`src/rtl/lsu_pkg.sv`:
```
// Shared types and lane helpers for the lsu_wb load/store unit.
// Size encodings, FSM state encoding, byte-select and alignment functions.
package lsu_pkg;

  localparam logic [1:0] SZ_BYTE = 2'b00;
  localparam logic [1:0] SZ_HALF = 2'b01;
  localparam logic [1:0] SZ_WORD = 2'b10;

  typedef enum logic [1:0] {
    ST_IDLE = 2'd0,
    ST_BUS  = 2'd1,
    ST_RESP = 2'd2
  } lsu_state_e;

  // Reserved size 2'b11 behaves as a word everywhere.
  function automatic logic [3:0] lsu_sel(input logic [1:0] size, input logic [1:0] addr_lo);
    logic [3:0] sel;
    case (size)
      SZ_BYTE: sel = 4'b0001 << addr_lo;
      SZ_HALF: sel = addr_lo[1] ? 4'b1100 : 4'b0011;
      default: sel = 4'b1111;
    endcase
    return sel;
  endfunction

  function automatic logic lsu_misaligned(input logic [1:0] size, input logic [1:0] addr_lo);
    logic mis;
    case (size)
      SZ_BYTE: mis = 1'b0;
      SZ_HALF: mis = addr_lo[0];
      default: mis = (addr_lo != 2'b00);
    endcase
    return mis;
  endfunction

endpackage

```
`src/rtl/lsu_wb_if.sv`:
```
// Wishbone B4 classic bus bundle between the LSU (master) and memory (slave).
interface lsu_wb_if #(
  parameter int ADDR_W = 32
);
  logic [ADDR_W-1:0] adr_o;
  logic [31:0]       dat_o;
  logic [3:0]        sel_o;
  logic              we_o;
  logic              cyc_o;
  logic              stb_o;
  logic [31:0]       dat_i;
  logic              ack_i;
  logic              err_i;

  modport master (
    output adr_o, dat_o, sel_o, we_o, cyc_o, stb_o,
    input  dat_i, ack_i, err_i
  );

  modport slave (
    input  adr_o, dat_o, sel_o, we_o, cyc_o, stb_o,
    output dat_i, ack_i, err_i
  );
endinterface

```
`src/rtl/lsu_align.sv`:
```
// Combinational lane steering: store replication / byte selects and
// load lane extraction with sign or zero extension.
module lsu_align
  import lsu_pkg::*;
(
  input  logic [1:0]  i_st_size,
  input  logic [1:0]  i_st_addr_lo,
  input  logic [31:0] i_st_wdata,
  output logic [3:0]  o_st_sel,
  output logic [31:0] o_st_wdata,
  input  logic [1:0]  i_ld_size,
  input  logic        i_ld_unsigned,
  input  logic [1:0]  i_ld_addr_lo,
  input  logic [31:0] i_ld_raw,
  output logic [31:0] o_ld_data
);

  logic [7:0]  w_ld_byte;
  logic [15:0] w_ld_half;

  always_comb begin
    o_st_sel = lsu_sel(i_st_size, i_st_addr_lo);
    case (i_st_size)
      SZ_BYTE: o_st_wdata = {4{i_st_wdata[7:0]}};
      SZ_HALF: o_st_wdata = {2{i_st_wdata[15:0]}};
      default: o_st_wdata = i_st_wdata;
    endcase
  end

  always_comb begin
    w_ld_byte = i_ld_raw[{i_ld_addr_lo, 3'b000} +: 8];
    w_ld_half = i_ld_raw[{i_ld_addr_lo[1], 4'b0000} +: 16];
    case (i_ld_size)
      SZ_BYTE: o_ld_data = {{24{w_ld_byte[7] & ~i_ld_unsigned}}, w_ld_byte};
      SZ_HALF: o_ld_data = {{16{w_ld_half[15] & ~i_ld_unsigned}}, w_ld_half};
      default: o_ld_data = i_ld_raw;
    endcase
  end

endmodule

```
`src/rtl/lsu_wb.sv`:
```
// Load/store unit running one Wishbone B4 classic cycle per MEM request.
// Optional bus watchdog enabled by defining LSU_TIMEOUT_EN.
//
// state   | meaning
// IDLE    | waiting for an unkilled request
// BUS     | cyc/stb asserted, waiting for ack/err (or watchdog)
// RESP    | one-cycle response slot; mem_ack_o unless killed
module lsu_wb
  import lsu_pkg::*;
#(
  parameter int ADDR_W         = 32,
  parameter int TIMEOUT_CYCLES = 255
) (
  input  logic              clk_i,
  input  logic              rst_i,
  input  logic              req_valid_i,
  input  logic              req_we_i,
  input  logic [1:0]        req_size_i,
  input  logic              req_unsigned_i,
  input  logic [ADDR_W-1:0] req_addr_i,
  input  logic [31:0]       req_wdata_i,
  input  logic              kill_i,
  output logic [31:0]       rdata_o,
  output logic              mem_ack_o,
  output logic              misaligned_o,
  output logic              bus_err_o,
  output logic              busy_o,
  lsu_wb_if.master          wbm
);

  lsu_state_e        r_state, w_state_nxt;
  logic [1:0]        r_size, w_size_nxt;
  logic              r_unsigned, w_unsigned_nxt;
  logic [1:0]        r_addr_lo, w_addr_lo_nxt;
  logic              r_killed, w_killed_nxt;
  logic [31:0]       r_rdata, w_rdata_nxt;
  logic              r_mem_ack, w_mem_ack_nxt;
  logic              r_misal, w_misal_nxt;
  logic              r_bus_err, w_bus_err_nxt;
  logic              r_busy, w_busy_nxt;
  logic [ADDR_W-1:0] r_adr, w_adr_nxt;
  logic [31:0]       r_dat, w_dat_nxt;
  logic [3:0]        r_sel, w_sel_nxt;
  logic              r_we, w_we_nxt;
  logic              r_cyc, w_cyc_nxt;

  logic [3:0]        w_st_sel;
  logic [31:0]       w_st_wdata;
  logic [31:0]       w_ld_data;
  logic              w_tmo_expire;
  logic              w_kill_seen;

  lsu_align u_align (
    .i_st_size     (req_size_i),
    .i_st_addr_lo  (req_addr_i[1:0]),
    .i_st_wdata    (req_wdata_i),
    .o_st_sel      (w_st_sel),
    .o_st_wdata    (w_st_wdata),
    .i_ld_size     (r_size),
    .i_ld_unsigned (r_unsigned),
    .i_ld_addr_lo  (r_addr_lo),
    .i_ld_raw      (wbm.dat_i),
    .o_ld_data     (w_ld_data)
  );

`ifdef LSU_TIMEOUT_EN
  localparam int TMO_W = ($clog2(TIMEOUT_CYCLES + 1) < 8) ? 8 : $clog2(TIMEOUT_CYCLES + 1);
  logic [TMO_W-1:0] r_tmo_cnt;

  // Down-counter is reloaded whenever we are outside BUS, so it starts fresh on entry.
  always_ff @(posedge clk_i or posedge rst_i) begin
    if (rst_i) begin
      r_tmo_cnt <= TMO_W'(TIMEOUT_CYCLES - 1);
    end else if (r_state != ST_BUS) begin
      r_tmo_cnt <= TMO_W'(TIMEOUT_CYCLES - 1);
    end else if (r_tmo_cnt != '0) begin
      r_tmo_cnt <= r_tmo_cnt - 1'b1;
    end
  end

  assign w_tmo_expire = (r_state == ST_BUS) && (r_tmo_cnt == '0);
`else
  logic w_unused_tmo;
  assign w_unused_tmo = (TIMEOUT_CYCLES == 0);
  assign w_tmo_expire = 1'b0;
`endif

  assign w_kill_seen = r_killed | kill_i;

  always_comb begin
    w_state_nxt    = r_state;
    w_size_nxt     = r_size;
    w_unsigned_nxt = r_unsigned;
    w_addr_lo_nxt  = r_addr_lo;
    w_killed_nxt   = r_killed;
    w_rdata_nxt    = r_rdata;
    w_mem_ack_nxt  = 1'b0;
    w_misal_nxt    = 1'b0;
    w_bus_err_nxt  = 1'b0;
    w_adr_nxt      = r_adr;
    w_dat_nxt      = r_dat;
    w_sel_nxt      = r_sel;
    w_we_nxt       = r_we;
    w_cyc_nxt      = r_cyc;

    case (r_state)
      ST_IDLE: begin
        if (req_valid_i && !kill_i) begin
          if (lsu_misaligned(req_size_i, req_addr_i[1:0])) begin
            w_state_nxt   = ST_RESP;
            w_mem_ack_nxt = 1'b1;
            w_misal_nxt   = 1'b1;
            w_rdata_nxt   = '0;
          end else begin
            w_state_nxt    = ST_BUS;
            w_size_nxt     = req_size_i;
            w_unsigned_nxt = req_unsigned_i;
            w_addr_lo_nxt  = req_addr_i[1:0];
            w_killed_nxt   = 1'b0;
            w_adr_nxt      = {req_addr_i[ADDR_W-1:2], 2'b00};
            w_dat_nxt      = w_st_wdata;
            w_sel_nxt      = w_st_sel;
            w_we_nxt       = req_we_i;
            w_cyc_nxt      = 1'b1;
          end
        end
      end
      ST_BUS: begin
        w_killed_nxt = w_kill_seen;
        // Priority: err, then ack, then watchdog expiry.
        if (wbm.err_i || wbm.ack_i || w_tmo_expire) begin
          w_state_nxt   = ST_RESP;
          w_cyc_nxt     = 1'b0;
          w_mem_ack_nxt = !w_kill_seen;
          if (wbm.err_i || !wbm.ack_i) begin
            w_bus_err_nxt = !w_kill_seen;
            w_rdata_nxt   = '0;
          end else begin
            w_rdata_nxt = r_we ? 32'h0 : w_ld_data;
          end
        end
      end
      ST_RESP: begin
        w_state_nxt  = ST_IDLE;
        w_killed_nxt = 1'b0;
      end
      default: begin
        w_state_nxt = ST_IDLE;
        w_cyc_nxt   = 1'b0;
      end
    endcase

    w_busy_nxt = (w_state_nxt != ST_IDLE);
  end

  always_ff @(posedge clk_i or posedge rst_i) begin
    if (rst_i) begin
      r_state    <= ST_IDLE;
      r_size     <= '0;
      r_unsigned <= 1'b0;
      r_addr_lo  <= '0;
      r_killed   <= 1'b0;
      r_rdata    <= '0;
      r_mem_ack  <= 1'b0;
      r_misal    <= 1'b0;
      r_bus_err  <= 1'b0;
      r_busy     <= 1'b0;
      r_adr      <= '0;
      r_dat      <= '0;
      r_sel      <= '0;
      r_we       <= 1'b0;
      r_cyc      <= 1'b0;
    end else begin
      r_state    <= w_state_nxt;
      r_size     <= w_size_nxt;
      r_unsigned <= w_unsigned_nxt;
      r_addr_lo  <= w_addr_lo_nxt;
      r_killed   <= w_killed_nxt;
      r_rdata    <= w_rdata_nxt;
      r_mem_ack  <= w_mem_ack_nxt;
      r_misal    <= w_misal_nxt;
      r_bus_err  <= w_bus_err_nxt;
      r_busy     <= w_busy_nxt;
      r_adr      <= w_adr_nxt;
      r_dat      <= w_dat_nxt;
      r_sel      <= w_sel_nxt;
      r_we       <= w_we_nxt;
      r_cyc      <= w_cyc_nxt;
    end
  end

  assign rdata_o      = r_rdata;
  assign mem_ack_o    = r_mem_ack;
  assign misaligned_o = r_misal;
  assign bus_err_o    = r_bus_err;
  assign busy_o       = r_busy;
  assign wbm.adr_o    = r_adr;
  assign wbm.dat_o    = r_dat;
  assign wbm.sel_o    = r_sel;
  assign wbm.we_o     = r_we;
  assign wbm.cyc_o    = r_cyc;
  assign wbm.stb_o    = r_cyc;

endmodule

```
`src/flat_wrapper.sv`:
```
// flat-port wrapper written by rule: the top's interface ports become plain ports
module lsu_wb_flat import lsu_pkg::*;
#(
  parameter int ADDR_W         = 32,
  parameter int TIMEOUT_CYCLES = 255
)
  (clk_i, rst_i, req_valid_i, req_we_i, req_size_i, req_unsigned_i, req_addr_i, req_wdata_i, kill_i, rdata_o, mem_ack_o, misaligned_o, bus_err_o, busy_o, wbm_adr_o, wbm_dat_o, wbm_sel_o, wbm_we_o, wbm_cyc_o, wbm_stb_o, wbm_dat_i, wbm_ack_i, wbm_err_i);
  lsu_wb_if #(.ADDR_W(ADDR_W)) wbm_i ();
  input  logic clk_i;
  input  logic rst_i;
  input  logic req_valid_i;
  input  logic req_we_i;
  input  logic [1:0] req_size_i;
  input  logic req_unsigned_i;
  input  logic [ADDR_W-1:0] req_addr_i;
  input  logic [31:0] req_wdata_i;
  input  logic kill_i;
  output logic [31:0] rdata_o;
  output logic mem_ack_o;
  output logic misaligned_o;
  output logic bus_err_o;
  output logic busy_o;
  output wire logic [$bits(wbm_i.adr_o)-1:0] wbm_adr_o;
  output wire logic [$bits(wbm_i.dat_o)-1:0] wbm_dat_o;
  output wire logic [$bits(wbm_i.sel_o)-1:0] wbm_sel_o;
  output wire logic [$bits(wbm_i.we_o)-1:0] wbm_we_o;
  output wire logic [$bits(wbm_i.cyc_o)-1:0] wbm_cyc_o;
  output wire logic [$bits(wbm_i.stb_o)-1:0] wbm_stb_o;
  input wire logic [$bits(wbm_i.dat_i)-1:0] wbm_dat_i;
  input wire logic [$bits(wbm_i.ack_i)-1:0] wbm_ack_i;
  input wire logic [$bits(wbm_i.err_i)-1:0] wbm_err_i;
  assign wbm_adr_o = wbm_i.adr_o;
  assign wbm_dat_o = wbm_i.dat_o;
  assign wbm_sel_o = wbm_i.sel_o;
  assign wbm_we_o = wbm_i.we_o;
  assign wbm_cyc_o = wbm_i.cyc_o;
  assign wbm_stb_o = wbm_i.stb_o;
  assign wbm_i.dat_i = wbm_dat_i;
  assign wbm_i.ack_i = wbm_ack_i;
  assign wbm_i.err_i = wbm_err_i;
  lsu_wb #(.ADDR_W(ADDR_W), .TIMEOUT_CYCLES(TIMEOUT_CYCLES)) u_core (.clk_i(clk_i), .rst_i(rst_i), .req_valid_i(req_valid_i), .req_we_i(req_we_i), .req_size_i(req_size_i), .req_unsigned_i(req_unsigned_i), .req_addr_i(req_addr_i), .req_wdata_i(req_wdata_i), .kill_i(kill_i), .rdata_o(rdata_o), .mem_ack_o(mem_ack_o), .misaligned_o(misaligned_o), .bus_err_o(bus_err_o), .busy_o(busy_o), .wbm(wbm_i));
endmodule
```
`config.mk`:
```
export PLATFORM = sky130hd
export DESIGN_NAME = lsu_wb_flat
export DESIGN_NICKNAME = d
export VERILOG_FILES = /design/src/rtl/lsu_pkg.sv /design/src/rtl/lsu_wb_if.sv /design/src/rtl/lsu_align.sv /design/src/rtl/lsu_wb.sv /design/src/flat_wrapper.sv
export SDC_FILE = /design/constraint.sdc
export NUM_CORES = 1
export LEC_CHECK = 0
export ABC_AREA = 1
export BUFFER_PORTS_ARGS = -buffer_cell sky130_fd_sc_hd__buf_4
export CORE_ASPECT_RATIO = 0.9
export CORE_MARGIN = 2
export CORE_UTILIZATION = 40
export DETAILED_ROUTE_END_ITERATION = 8
export GPL_TIMING_DRIVEN = 1
export PLACE_DENSITY = 0.79
export SLEW_MARGIN = 10
export SYNTH_ARGS = -nofsm -noshare
export SYNTH_HDL_FRONTEND = slang
export SYNTH_SLANG_ARGS = --single-unit
```
`constraint.sdc`:
```
create_clock -name clk_i -period 4.8 [get_ports clk_i]
set_input_delay 0.48 -clock clk_i [delete_from_list [all_inputs] [get_ports clk_i]]
set_output_delay 0.48 -clock clk_i [all_outputs]
set_load 0.05 [all_outputs]
```
Yosys cells after proc, flatten, opt, wreduce, memory -nomap -nowiden
Cells that the tools add are included.
{ "op_classes": {"addsub": 0, "n_mul": 0, "n_div": 0, "magnitude_cmp": 0, "eq_ne": 8, "shifts": 3, "muxes": 32, "bitwise_logic": 6, "reduce_logical": 17} }
{ "op_table": {"columns": ["cell", "n"], "rows": [
  ["32-bit case mux with 2 select lines", 3],
  ["32-bit two-way mux", 5],
  ["32-bit by 6-bit indexed part select with 16-bit output", 1],
  ["32-bit by 6-bit indexed part select with 8-bit output", 1],
  ["1-bit two-way mux", 14],
  ["4-bit case mux with 2 select lines", 1],
  ["4-bit AND reduction", 2],
  ["2-bit by 1-bit == test with 1-bit output, second input constant", 3],
  ["2-bit logical NOT", 3],
  ["2-bit two-way mux", 3],
  ["2-bit by 1-bit != test with 1-bit output, second input constant", 3],
  ["1-bit case mux with 3 select lines", 2],
  ["3-bit AND reduction", 2],
  ["2-bit nonzero test", 3],
  ["4-bit two-way mux", 1],
  ["1-bit case mux with 2 select lines", 2],
  ["2-bit case mux with 2 select lines", 1],
  ["1-bit by 2-bit << shifter with 4-bit output, first input constant", 1],
  ["1-bit logical NOT", 3],
  ["1-bit NOT", 3],
  ["3-bit nonzero test", 1],
  ["1-bit bitwise AND", 2],
  ["2-bit == test, second input constant", 1],
  ["1-bit logical OR", 2],
  ["other kinds (3)", 3]
]} }
{ "totals": {"register_bits": 112, "latchBits": 0, "ram_bits": 0, "rom_bits": 0, "elab_cells": 81, "n_memories": 0} }

Depth between registers and ports, before layout
Gate-level depths: netlist of the first run.
{ "depth": {"word_depth": 8, "ltp_mapped": 11, "ltp_nobuf": 9} }

By module
Synthesis of the first run repeated with hierarchy kept, for this count alone.
{ "unflattened": {"hier_cells": 817, "area_unflattened_um2": 5941.9} }
{ "by_module_without_submodules": {"columns": ["module", "n_inst", "cells_per_inst", "area_per_inst_um2", "seq_area_each_um2"], "rows": [
  ["lsu_wb", 1, 574, 4714.5, 2802.7],
  ["lsu_align", 1, 243, 1227.4, 0.0]
]} }

Worst setup path before layout of the first run
No wires, ideal clock.
{ "synth_timing": {"kind": "flip-flop to flip-flop", "from": "register u_core.r_we (netlist: u_core.wbm.we_o)", "to": "register u_core.r_rdata[16] (netlist: u_core.rdata_o[16])", "setup_ns": 0.118, "arrival_ns": 1.335, "slack_ns": 3.347, "stages_incl_launch_ff": 7, "n_path_buf": 1, "period_less_slack_ns": 1.453, "cell_sequence": "dfrtp_1 inv_1 nand3_1 clkbuf_1 nor2_1 nand2_1 nand2_1"} }
{ "synth_between": {"elab_chain_len": 4} }
{ "synth_lines": {"columns": ["element", "line_no", "rtl"], "rows": [
  ["from (decl)", "lsu_wb.sv:44", "logic r_we, w_we_nxt;"],
  ["from (signal assigned)", "lsu_wb.sv:187", "r_we <= w_we_nxt;"],
  ["32-bit two-way mux", "lsu_wb.sv:139", "w_rdata_nxt = r_we ? 32'h0 : w_ld_data;"],
  ["32-bit two-way mux", "lsu_wb.sv:135", "if (wbm.err_i || !wbm.ack_i) begin"],
  ["32-bit two-way mux", "lsu_wb.sv:131", "if (wbm.err_i || wbm.ack_i || w_tmo_expire) begin"],
  ["32-bit case mux with 2 select lines", "lsu_wb.sv:106", "case (r_state)"],
  ["to (signal assigned)", "lsu_wb.sv:179", "r_rdata <= w_rdata_nxt;"],
  ["to (decl)", "lsu_wb.sv:36", "logic [31:0] r_rdata, w_rdata_nxt;"]
]} }
No other way between the ends. The select of a mux whose other input is x is not followed.
A chain may end at the register's enable or synchronous reset.

Final worst setup path of the first run
{ "layout_timing": {"from": "register u_core.r_state[0]", "to": "register u_core.r_sel[3] (netlist: u_core.wbm.sel_o[3])"} }
{ "layout_between": {"elab_chain_len": 2} }
{ "layout_lines": {"columns": ["element", "line_no", "rtl"], "rows": [
  ["from (decl)", "lsu_wb.sv:31", "lsu_state_e r_state, w_state_nxt;"],
  ["from (signal assigned)", "lsu_wb.sv:174", "r_state <= w_state_nxt;"],
  ["2-bit logical NOT", "lsu_wb.sv:106", null],
  ["3-bit AND reduction (no line)", null, null],
  ["to (signal assigned)", "lsu_wb.sv:186", "r_sel <= w_sel_nxt;"],
  ["to (decl)", "lsu_wb.sv:43", "logic [3:0] r_sel, w_sel_nxt;"]
]} }
No other way between the ends.

==> results of run 1 <==
-- state kept, by name (all words and copies together), names as in the netlist --
| register | cells |
|---|---|
| u_core.wbm.we_o | 1 |
| u_core.wbm.adr_o | 30 |
| u_core.mem_ack_o | 1 |
| u_core.wbm.sel_o | 4 |
| u_core.r_state | 2 |
| u_core.r_unsigned | 1 |
| u_core.wbm.dat_o | 32 |
| u_core.rdata_o | 32 |
| u_core.misaligned_o | 1 |
| u_core.r_addr_lo | 2 |
| u_core.bus_err_o | 1 |
| u_core.busy_o | 1 |
| u_core.r_killed | 1 |
| u_core.r_size | 2 |
| u_core.wbm.cyc_o | 1 |
-- layer usage --
layer	vias to the layer above	GRT usage, %	routed length [um]	part of all wire (%)
met2	202	35.8	7250	47
li1	2546	-	-	-
met1	2395	26.6	6540	42
met4	0	5.27	148	0.96
met3	10	8.16	1460	9.5
met5	-	0	0	0
-- power by group --
part	internal [mW]	leakage [nW]	switching, mW	total, mW
sequential	1.20	1.45	0.206	1.41
clock	0.410	0.148	0.360	0.770
combinational	0.574	2.59	1.42	1.99
total	2.19	4.19	1.99	4.17
-- worst max-delay path, stage by stage (launching register included) --
cell     delay, ps
dfrtp_1        420
nor3_1         410
nand2_4        540
inv_2          860
o21ai_0        210
nand2_1        100
-- cell usage after synthesis --
master and n:
nand2_1 378, nand4_1 1, dfrtp_1 112, inv_2 4
inv_1 31, nor2_8 1, nand2_4 2, a21oi_1 18
o21ai_0 40, conb_1 1, o21ai_1 15, clkbuf_1 6
nor2_4 2, nand3_4 1, buf_6 9, buf_2 15
o211ai_1 1, nand2_2 3, nand3_1 14, nor2_1 43
buf_4 6, and2_4 1, a21oi_2 1, nor3_1 1
a211oi_1 2
-- final cells by class --
cell class	count	area, um^2	area share, %
multi-input combinational	526	2180	30.2
timing repair buffer	212	1590	22.1
inverter	35	136	1.89
clock buffer	10	229	3.17
clock inverter	6	66.3	0.919
sequential	112	2800	38.8
tap	168	210	2.91
-- worst max-delay path by stage --
stage / slack, ps / end / from
floorplan: 1360 / u_core.bus_err_o / rst_i
global placement: 1780 / u_core.wbm.sel_o[2] / req_size_i[1]
detailed placement: 1770 / u_core.wbm.we_o / req_size_i[1]
CTS: 2070 / u_core.wbm.sel_o[3] / u_core.r_state[0]
global route: 1800 / u_core.wbm.sel_o[1] / u_core.r_state[0]
finish: 2140 / u_core.wbm.sel_o[3] / u_core.r_state[0]
-- cell families after synthesis --
group	count (synthesis)	synth area share, %
flip-flops	112	52.4
AO/OA/AOI/OAI	77	7.41
other	1	0.0701
AND/OR/NAND/NOR	447	33.1
buffers and inverters	71	7.02
-- stage by stage --
step | cell area, um^2 | utilization (%)
6_report | 7220 | 54.6
3_5_place_dp | 6920 | 52.4
3_3_place_gp | 6920 | 52.4
4_1_cts | 7210 | 54.6
5_1_grt | 7220 | 54.6
2_1_floorplan | 5350 | -
==> qor.yml, run 1 <==
status: "finished, final reports clean"
mappedNetlistArea_um2: 5350
critPathCaptureType: "flip-flop"
finalWeightedCongestion: 0.889
routedWlPerCell_um: 14.4
ys_warn_count: 0
cts_tree: "yes"
post-cts-setup-buffer-count: 0
worst_skew_pair.late_latency_ps: 350
worstPathRequired_ps: 5090
area_overhead_vs_synth_pct: 34.9
nNetsFinal: 1002
grt_overflow: 0
synthTopCellsByArea: "dfrtp_1 52%, nand2_1 27%, o21ai_0 3.7%, nor2_1 3.0%, inv_1 2.2%"
ctsLongestPathBuffers: 2
fin_cells: 1069
commonest_non_fill_non_tap_cell_in_the_layout: "nand2_1"
ctsRootBufferMaster: "clkbuf_16"
via_count: 5153
dpl.cell_count: 1053
fillerInstances: 1281
core_region_um2: 13200
path_clk_slew_ps: 80
detailedPlacementHpwl_um: 11100
holdBufCountCts: 0
postRouteAntennaNets: 0
avgViaCountPerCell: 4.82
path_class: "flip-flop to flip-flop"
drt_wl_total_um: 15400
r2r-end: "u_core.wbm.sel_o[3]"
grt_first_pass_wirelength_um: 24700
layout.cells.most_common_list: "378 x nand2_1, 212 x buf_4, 112 x dfrtp_1"
mapped_avg_cell_area_um2: 7.56
detailedRoute.firstIterationViolations: 350
fp.dieH_um: 114
critical_path_fanouts_max: 94
setup_viol: 0
slew-limit-headroom_pct: 39.3
worst_hold_slack_ps: 287
post-route-drc-count: 0
grt_setup_unrepaired: "no"
antenna-diode-count: 0
timing.clock.skew_ps: 8.03
portion_of_the_clock_cycle_consumed_by_the_worst_path_in_the_final_layout_pct: 55.5
die_w_um: 126
ir_worst_vdd_v: 0.000387
number_of_global_route_vias_before_repair: 4959
post_synth_inst_count: 708
placementRows: 40
timing_hold_violations_final: 0
report.final.slew_viol_count: 0
final.setup.worst_slack_ps: 2140
dieArea_um2: 14300
pre_cts_slack_ps: 1770
timing.reg2reg.setup_slack_ps: 2140
post-synth-top-area-fraction_pct: 52.4
layout_min_cycle_time_ps: 2660
tritoncts.num_buffers: 9
clock_tree.htree_level_count: 3
cp-start-kind: "flip-flop"
grt_max_degree: 95
power_density_nw_per_um2: 578
holdCritPathClass: "input port to asynchronous set/reset pin"
r2r_start: "u_core.r_state[0]"
portBuffers: 210
cp.arrival_ps: 2950
p_leak_nw: 4.19
post-synth-top-area-cell: "dfrtp_1"
grt_antenna_before_repair: 0
setup_tns_ps: 0
track_usage_pct: 21.5
count_of_pins_on_the_block_boundary: 213
sequential_area_share_after_synthesis_pct: 52.4
timing.fmax_mhz: 376
post_route_cells_drive_above_1_share_pct: 27.0
start_util_pct: 40.5
max_slew.worst_pin.slew_ps: 910
cts_sinks: 112
totalPowerFinal_mw: 4.17
cts_resized: 0
synth_cell_type_count: 25
drv_cap: 0
firstDrtPassIters: 5
timing.reg2reg.worst_path_depth: 5
yosys_register_bits: 112
(Power assumes the default switching activity.)
==> run 2, diff against run 1 <==
Settings changed: ABC_AREA 1 to 0, PLACE_DENSITY 0.79 to 0.82.
Clock period 4.8 ns to 2.3 ns, I/O delays scaled along.
==> run 2 against run 1 <==
Final area grew 1.2%. Die area shrank 1.9%. Routed wire length decreased by 6.1%. Via count shrank 16%.
==> qor.yml, run 2 <==
post-cts-setup-buffer-count: 0  # unchanged
cp_cell_sequence: "mux2_2, a31oi_1, a2bb2oi_2, o2bb2ai_1"  # was nor3_1, nand2_4, inv_2, o21ai_0, nand2_1
cts_sinks: 112  # unchanged
worst_skew_pair.late_latency_ps: 350  # about the same
cp-start-kind: "flip-flop"  # unchanged
grt_first_pass_wirelength_um: 23000  # was 24700 um
postRouteAntennaNets: 0  # unchanged
critPathCaptureType: "flip-flop"  # unchanged
post_route_cells_drive_above_1_share_pct: 47.0  # was 27.0%
slew-limit-headroom_pct: 45.1  # was 39.3%
grt_setup_unrepaired: "no"  # unchanged
timing.clock.skew_ps: 6.95  # was 8.03 ps
firstDrtPassIters: 8  # was 5
synth_enable_flop_cells: 0  # unchanged
commonest_non_fill_non_tap_cell_in_the_layout: "buf_4"  # was nand2_1
cp.buffers_inverters: 0  # was 1
core_region_um2: 12700  # was 13200 um^2
track_usage_pct: 20.6  # was 21.5%
layout_min_cycle_time_ps: 2100  # was 2660 ps
grt.met3_usage_pct: 5.00  # was 8.16%
ctsRootBufferMaster: "clkbuf_16"  # unchanged
timing.fmax_mhz: 475  # was 376 MHz
timing_hold_violations_final: 0  # unchanged
mappedNetlistArea_um2: 5240  # was 5350 um^2
placementRows: 39  # was 40
ir_worst_vdd_v: 0.000667  # was 0.000387 V
grt_max_degree: 65  # was 95
antenna-diode-count: 0  # unchanged
drt_wl_total_um: 14500  # was 15400 um
setup_tns_ps: 0  # unchanged
grtUsageMet1_pct: 26.8  # was 26.6%
switching_power_mw: 3.30  # was 1.99 mW
final.setup.worst_slack_ps: 197  # was 2140 ps
ctsLongestPathBuffers: 2  # unchanged
cts_resized: 0  # unchanged
fp.dieH_um: 113  # was 114 um
holdCritPathClass: "input port to asynchronous set/reset pin"  # unchanged
path_clk_slew_ps: 70  # was 80 ps
synth_top_family_by_area: "multiplexers"  # was simple AND/OR/NAND/NOR gates
synth_adder_area_share_pct: 0  # unchanged
cp_slowest_cell: "a2bb2oi_2"  # was inv_2
swShare_pct: 42.2  # was 47.6%
dieArea_um2: 14000  # was 14300 um^2
synth_compound_area_share_pct: 14.9  # was 7.41%
totalPowerFinal_mw: 7.82  # was 4.17 mW
count_of_pins_on_the_block_boundary: 213  # unchanged
portion_of_netlist_area_occupied_by_mux_cells_pct: 18.5  # was 0%
max_slew.worst_pin.slew_ps: 823  # was 910 ps
post_synth_most_frequent_cells: "112 x dfrtp_1, 33 x nand2_1, 30 x mux2_4"  # was 378 x nand2_1, 112 x dfrtp_1, 43 x nor2_1
portBuffers: 210  # unchanged
critical_path.top_delay_family: "compound AO/OA/AOI/OAI gates"  # was simple AND/OR/NAND/NOR gates
post-synth-top-area-cell: "dfrtp_1"  # unchanged
report.final.slew_viol_count: 0  # unchanged
grt_antenna_before_repair: 0  # unchanged
multi_input_comb_area_um2: 2260  # was 2180 um^2
ys_warn_count: 0  # unchanged
layout.cells.most_common_list: "218 x buf_4, 112 x dfrtp_1, 33 x nand2_1"  # was 378 x nand2_1, 212 x buf_4, 112 x dfrtp_1
synthSimpleGateAreaFrac_pct: 9.07  # was 33.1%
clock_tree.htree_level_count: 3  # unchanged
sequential_area_share_after_synthesis_pct: 53.4  # was 52.4%
part_of_the_power_in_the_clock_network_pct: 19.8  # was 18.5%
drv_cap: 0  # unchanged
detailedRoute.firstIterationViolations: 300  # was 350
nNetsFinal: 741  # was 1002
setup_viol: 0  # unchanged
tritoncts.num_buffers: 9  # unchanged
worstPathRequired_ps: 2500  # was 5090 ps
power.share.combinational_pct: 45.3  # was 47.8%
portion_of_the_clock_cycle_consumed_by_the_worst_path_in_the_final_layout_pct: 91.4  # was 55.5%
timing.reg2reg.setup_slack_ps: 200  # was 2140 ps
die_w_um: 125  # was 126 um
cts_tree: "yes"  # unchanged
pre_cts_slack_ps: 269  # was 1770 ps
start_util_pct: 41.2  # was 40.5%
synthMostInstantiatedCell: "dfrtp_1"  # was nand2_1
yosys_register_bits: 112  # unchanged
post_synth_inst_count: 434  # was 708
path_class: "flip-flop to flip-flop"  # unchanged
power_density_nw_per_um2: 1070  # was 578 nW/um^2
synth_cell_type_count: 44  # was 25
postSynth.asyncResetShare_pct: 100  # unchanged
pwr-share-seq_pct: 34.9  # was 33.8%
number_of_global_route_vias_before_repair: 4369  # was 4959
worst_hold_slack_ps: 19.6  # was 287 ps
critical-path-max-stage-delay_ps: 650  # was 860 ps
post_synth_xor_area_fraction_pct: 0.167  # was 0%
post-synth-top-area-fraction_pct: 53.4  # was 52.4%
finalWeightedCongestion: 0.910  # was 0.889
post-route-drc-count: 0  # unchanged
status: "finished, final reports clean"  # unchanged
area_overhead_vs_synth_pct: 39.3  # was 34.9%
fillerInstances: 1078  # was 1281
via_count: 4329  # was 5153
avgViaCountPerCell: 5.38  # was 4.82
cp.arrival_ps: 2300  # was 2950 ps
power_report.internal_total_mw: 4.53  # was 2.19 mW
grt_use_met2_pct: 32.9  # was 35.8%
seqCellArea_um2: 2800  # unchanged
mapped_avg_cell_area_um2: 12.1  # was 7.56 um^2
holdBufCountCts: 0  # unchanged
synthTopCellsByArea: "dfrtp_1 53%, mux2_4 8.6%, mux2_2 5.2%, mux2i_1 4.8%, o2bb2ai_1 4.2%"  # was dfrtp_1 52%, nand2_1 27%, o21ai_0 3.7%, nor2_1 3.0%, inv_1 2.2%
critical_path_fanouts_max: 16  # was 94
busiest_layer: "met2"  # unchanged
routedWlPerCell_um: 18.0  # was 14.4 um
grt_overflow: 0  # unchanged
p_leak_nw: 3.63  # was 4.19 nW
detailedPlacementHpwl_um: 10800  # was 11100 um
synth_top_flop_cell: "dfrtp_1"  # unchanged
## run 2: cell types whose count changed in the layout (fill, tap and decap cells not counted), moves of 8 or more
cell | before | now
nand2_1 | 378 | 33
mux2_4 | 0 | 30
nor2_1 | 43 | 16
nor2b_1 | 0 | 26
inv_1 | 30 | 5
mux2i_1 | 0 | 25
o2bb2ai_1 | 0 | 25
mux2_2 | 0 | 24
o21ai_1 | 15 | 1
nand3_1 | 14 | 1
o21ai_0 | 40 | 27
o22ai_1 | 0 | 8
## run 2: area by class of cell
class	count	share of cell area, %
Timing Repair Buffer	222	23.5
Clock inverter	7	0.993
Inverter	6	0.360
Multi-Input combinational cell	284	30.9
Clock buffer	9	3.08
Sequential cell	112	38.4
Tap cell	164	2.81
## run 2: final timing paths
path	from	to	depth (start not counted)
worst max-delay path	u_core.r_addr_lo[1]	u_core.rdata_o[21]	4
worst min-delay path	rst_i	u_core.rdata_o[4]	2
worst max register to register	u_core.r_addr_lo[1]	u_core.rdata_o[21]	4
worst min register to register	u_core.wbm.sel_o[0]	u_core.wbm.sel_o[0]	1
max in group asynchronous	rst_i	u_core.wbm.adr_o[24]	3
min in group clk_i	kill_i	u_core.bus_err_o	2
## run 2: cell families after synthesis
family / after synthesis
other: 1
XOR/XNOR: 1
flip-flops: 112
buffers and inverters: 39
AND/OR/NAND/NOR: 94
multiplexers: 79
AO/OA/AOI/OAI: 108
## run 2: per-layer routing
layer  wire [um]  vias up  share of wire (%)
met1        6070     2089                 42
met2        6910      236                 48
li1            -     1965                  -
met4         469        0                3.2
met3        1000       39                6.9
met5           0        -                  0
## run 2: per-stage QoR
step	instances	instance area, um^2	utilization [%]
finish	804	7300	57.4
global route	804	7300	57.4
CTS	804	7300	57.4
detailed placement	788	7010	55.0
global placement	788	7010	55.0
floorplan	435	5250	-
## run 2: power groups by stage
stage	registers, mW	logic, mW	clock network [mW]
finish	2.73	3.54	1.55
global placement	2.73	3.50	0
global route	2.80	3.71	1.68
CTS	2.73	3.56	1.60
floorplan	4.14	1.02	0
detailed placement	2.76	3.55	0
==> run 3, diff against run 2 <==
Settings changed: CORE_ASPECT_RATIO 0.9 to unset.
==> run 3 against run 2 <==
Die area barely moved. Critical path type unchanged. Clock-buffer cell count did not move. Largest cell class unchanged. Final area fell by 0.65%. Clock power fell by 5%. Non-clock buffer count fell by 1. Routed wire length fell by 0.44%. Worst setup slack improved by 180 ps. Critical endpoint is now u_core.wbm.dat_o[7]. Register-to-register slack improved by 180 ps.
==> qor.yml, run 3 (synthesis results as in run 2) <==
post-route-drc-count: 0  # unchanged
avgViaCountPerCell: 5.23  # was 5.38
layout.cell_area.non_filler_um2: 7260  # was 7300 um^2
via_count: 4241  # was 4329
tritoncts.num_buffers: 9  # unchanged
grt_setup_unrepaired: "no"  # unchanged
final.setup.worst_slack_ps: 376  # was 197 ps
post-cts-setup-buffer-count: 0  # unchanged
fin_util_pct: 57.0  # was 57.4%
drt_wl_total_um: 14400  # was 14500 um
status: "finished, final reports clean"  # unchanged
critPathCaptureType: "flip-flop"  # unchanged
timing.fmax_mhz: 520  # was 475 MHz
most_common_cell_type_on_the_critical_path: "buf_4"
layout.cells.most_common_list: "220 x buf_4, 112 x dfrtp_1, 33 x nand2_1"  # was 218 x buf_4, 112 x dfrtp_1, 33 x nand2_1
part_of_the_power_in_the_clock_network_pct: 19.1  # was 19.8%
timing_hold_violations_final: 0  # unchanged
path_class: "flip-flop to flip-flop"  # unchanged
dr_wl_met2_um: 7280  # was 6910 um
dpl_cell_area_um2: 6970  # was 7010 um^2
track_usage_pct: 20.6  # about the same
switching_power_mw: 3.32  # was 3.30 mW
postRouteAntennaNets: 0  # unchanged
portion_of_the_clock_cycle_consumed_by_the_worst_path_in_the_final_layout_pct: 83.7  # was 91.4%
portBuffers: 210  # unchanged
setup_tns_ps: 0  # unchanged
core_region_um2: 12700  # about the same
holdCritPathClass: "input port to asynchronous set/reset pin"  # unchanged
met3WireLength_um: 745  # was 1000 um
cp.arrival_ps: 2160  # was 2300 ps
setup_viol: 0  # unchanged
power_report.internal_total_mw: 4.42  # was 4.53 mW
cp_cell_sequence: "nor4b_1, buf_4, nand3_4, buf_4, mux2_2"  # was mux2_2, a31oi_1, a2bb2oi_2, o2bb2ai_1
finalWeightedCongestion: 0.879  # was 0.910
cts_sinks: 112  # unchanged
ctsLongestPathBuffers: 2  # unchanged
layout_min_cycle_time_ps: 1920  # was 2100 ps
start_util_pct: 41.2  # about the same
grt_overflow: 0  # unchanged
swShare_pct: 42.9  # was 42.2%
critical_path_fanouts_max: 65  # was 16
ir_worst_vdd_v: 0.000521  # was 0.000667 V
clock_tree.htree_level_count: 3  # unchanged
path_clk_slew_ps: 70  # about the same
detailedPlacementHpwl_um: 10500  # was 10800 um
power.share.combinational_pct: 45.8  # was 45.3%
post_route_cells_drive_above_1_share_pct: 46.9  # was 47.0%
number_of_global_route_vias_before_repair: 4418  # was 4369
cts_resized: 0  # unchanged
holdBufCountCts: 0  # unchanged
placementRows: 41  # was 39
area_overhead_vs_synth_pct: 38.4  # was 39.3%
grt_antenna_before_repair: 0  # unchanged
nNetsFinal: 740  # was 741
cts_tree: "yes"  # unchanged
pre_cts_slack_ps: 18.4  # was 269 ps
slew-limit-headroom_pct: 50.2  # was 45.1%
timing.clock.skew_ps: 9.38  # was 6.95 ps
commonest_non_fill_non_tap_cell_in_the_layout: "buf_4"  # unchanged
report.final.slew_viol_count: 0  # unchanged
die_w_um: 118  # was 125 um
cp_slowest_cell: "dfrtp_1"  # was a2bb2oi_2
top_layer: "met4"  # unchanged
critical-path-max-stage-delay_ps: 440  # was 650 ps
fp.dieH_um: 118  # was 113 um
dieArea_um2: 14000  # about the same
count_of_pins_on_the_block_boundary: 213  # unchanged
antenna-diode-count: 0  # unchanged
firstDrtPassIters: 7  # was 8
pwr-share-seq_pct: 35.1  # was 34.9%
ctsRootBufferMaster: "clkbuf_16"  # unchanged
worstPathRequired_ps: 2530  # was 2500 ps
cp-start-kind: "flip-flop"  # unchanged
worst_skew_pair.late_latency_ps: 350  # about the same
power_density_nw_per_um2: 1070  # about the same
p_leak_nw: 3.60  # was 3.63 nW
m1WireLength_um: 5930  # was 6070 um
grt_first_pass_wirelength_um: 23300  # was 23000 um
max_slew.worst_pin.slew_ps: 746  # was 823 ps
detailedRoute.firstIterationViolations: 330  # was 300
drv_cap: 0  # unchanged
grt_max_degree: 113  # was 65
routedWlPerCell_um: 17.7  # was 18.0 um
## run 3: cell types whose count changed in the layout (fill, tap and decap cells not counted)
| cell | previous run | this run |
|---|---|---|
| buf_12 | 4 | 1 |
| buf_4 | 218 | 220 |
| bufinv_16 | 1 | 0 |
| clkinv_2 | 2 | 1 |
| inv_6 | 0 | 2 |
| nor2_2 | 2 | 1 |
| nor2_4 | 0 | 1 |
## run 3: critical path: cells and delay by family (launching register included)
family / cells / cell delay (ps)
buffers and inverters: 2 / 530
DFF: 1 / 440
and+or+nand+nor: 2 / 430
muxes: 1 / 370
## run 3: layer usage
layer	vias to the layer above	global-route usage, %
met2	168	35.4
met4	0	8.18
li1	1967	-
met5	-	0
met3	36	3.23
met1	2070	25.9
## run 3: worst paths after layout
kind	from	slack, ps	to	depth (start not counted)
worst max-delay path	u_core.r_state[0]	380	u_core.wbm.dat_o[7]	5
worst min-delay path	rst_i	20	u_core.wbm.adr_o[31]	3
worst max register to register	u_core.r_state[0]	380	u_core.wbm.dat_o[7]	5
worst min register to register	u_core.wbm.sel_o[0]	480	u_core.wbm.sel_o[0]	1
max in group asynchronous	rst_i	1770	u_core.wbm.dat_o[21]	3
min in group clk_i	wbm_ack_i	100	u_core.r_state[0]	2
## run 3: through the flow
| stage | hold WS (ps) | instances | total power, mW |
|---|---|---|---|
| finish | 17.1 | 811 | 7.73 |
| floorplan | 301 | 435 | 5.16 |
| detailed placement | 460 | 795 | 6.29 |
| CTS | 80.0 | 811 | 7.79 |
| global route | 71.4 | 811 | 8.08 |
| global placement | 442 | 795 | 6.22 |
## run 3: final cells by class
| class | instances | area, um^2 |
|---|---|---|
| clock buffer | 9 | 225 |
| inverter | 6 | 26.3 |
| clock inverter | 7 | 55.1 |
| fill | 1122 | 5470 |
| sequential | 112 | 2800 |
| multi-input combinational | 284 | 2260 |
| timing repair buffer | 221 | 1670 |
| tap | 172 | 215 |
## run 3: power groups by stage
stage / clock (mW) / sequential [mW] / combinational, mW
after floorplan: 0 / 4.14 / 1.02
after global placement: 0 / 2.72 / 3.50
after detailed placement: 0 / 2.75 / 3.55
after CTS: 1.52 / 2.71 / 3.55
after global routing: 1.60 / 2.77 / 3.71
final: 1.48 / 2.71 / 3.54
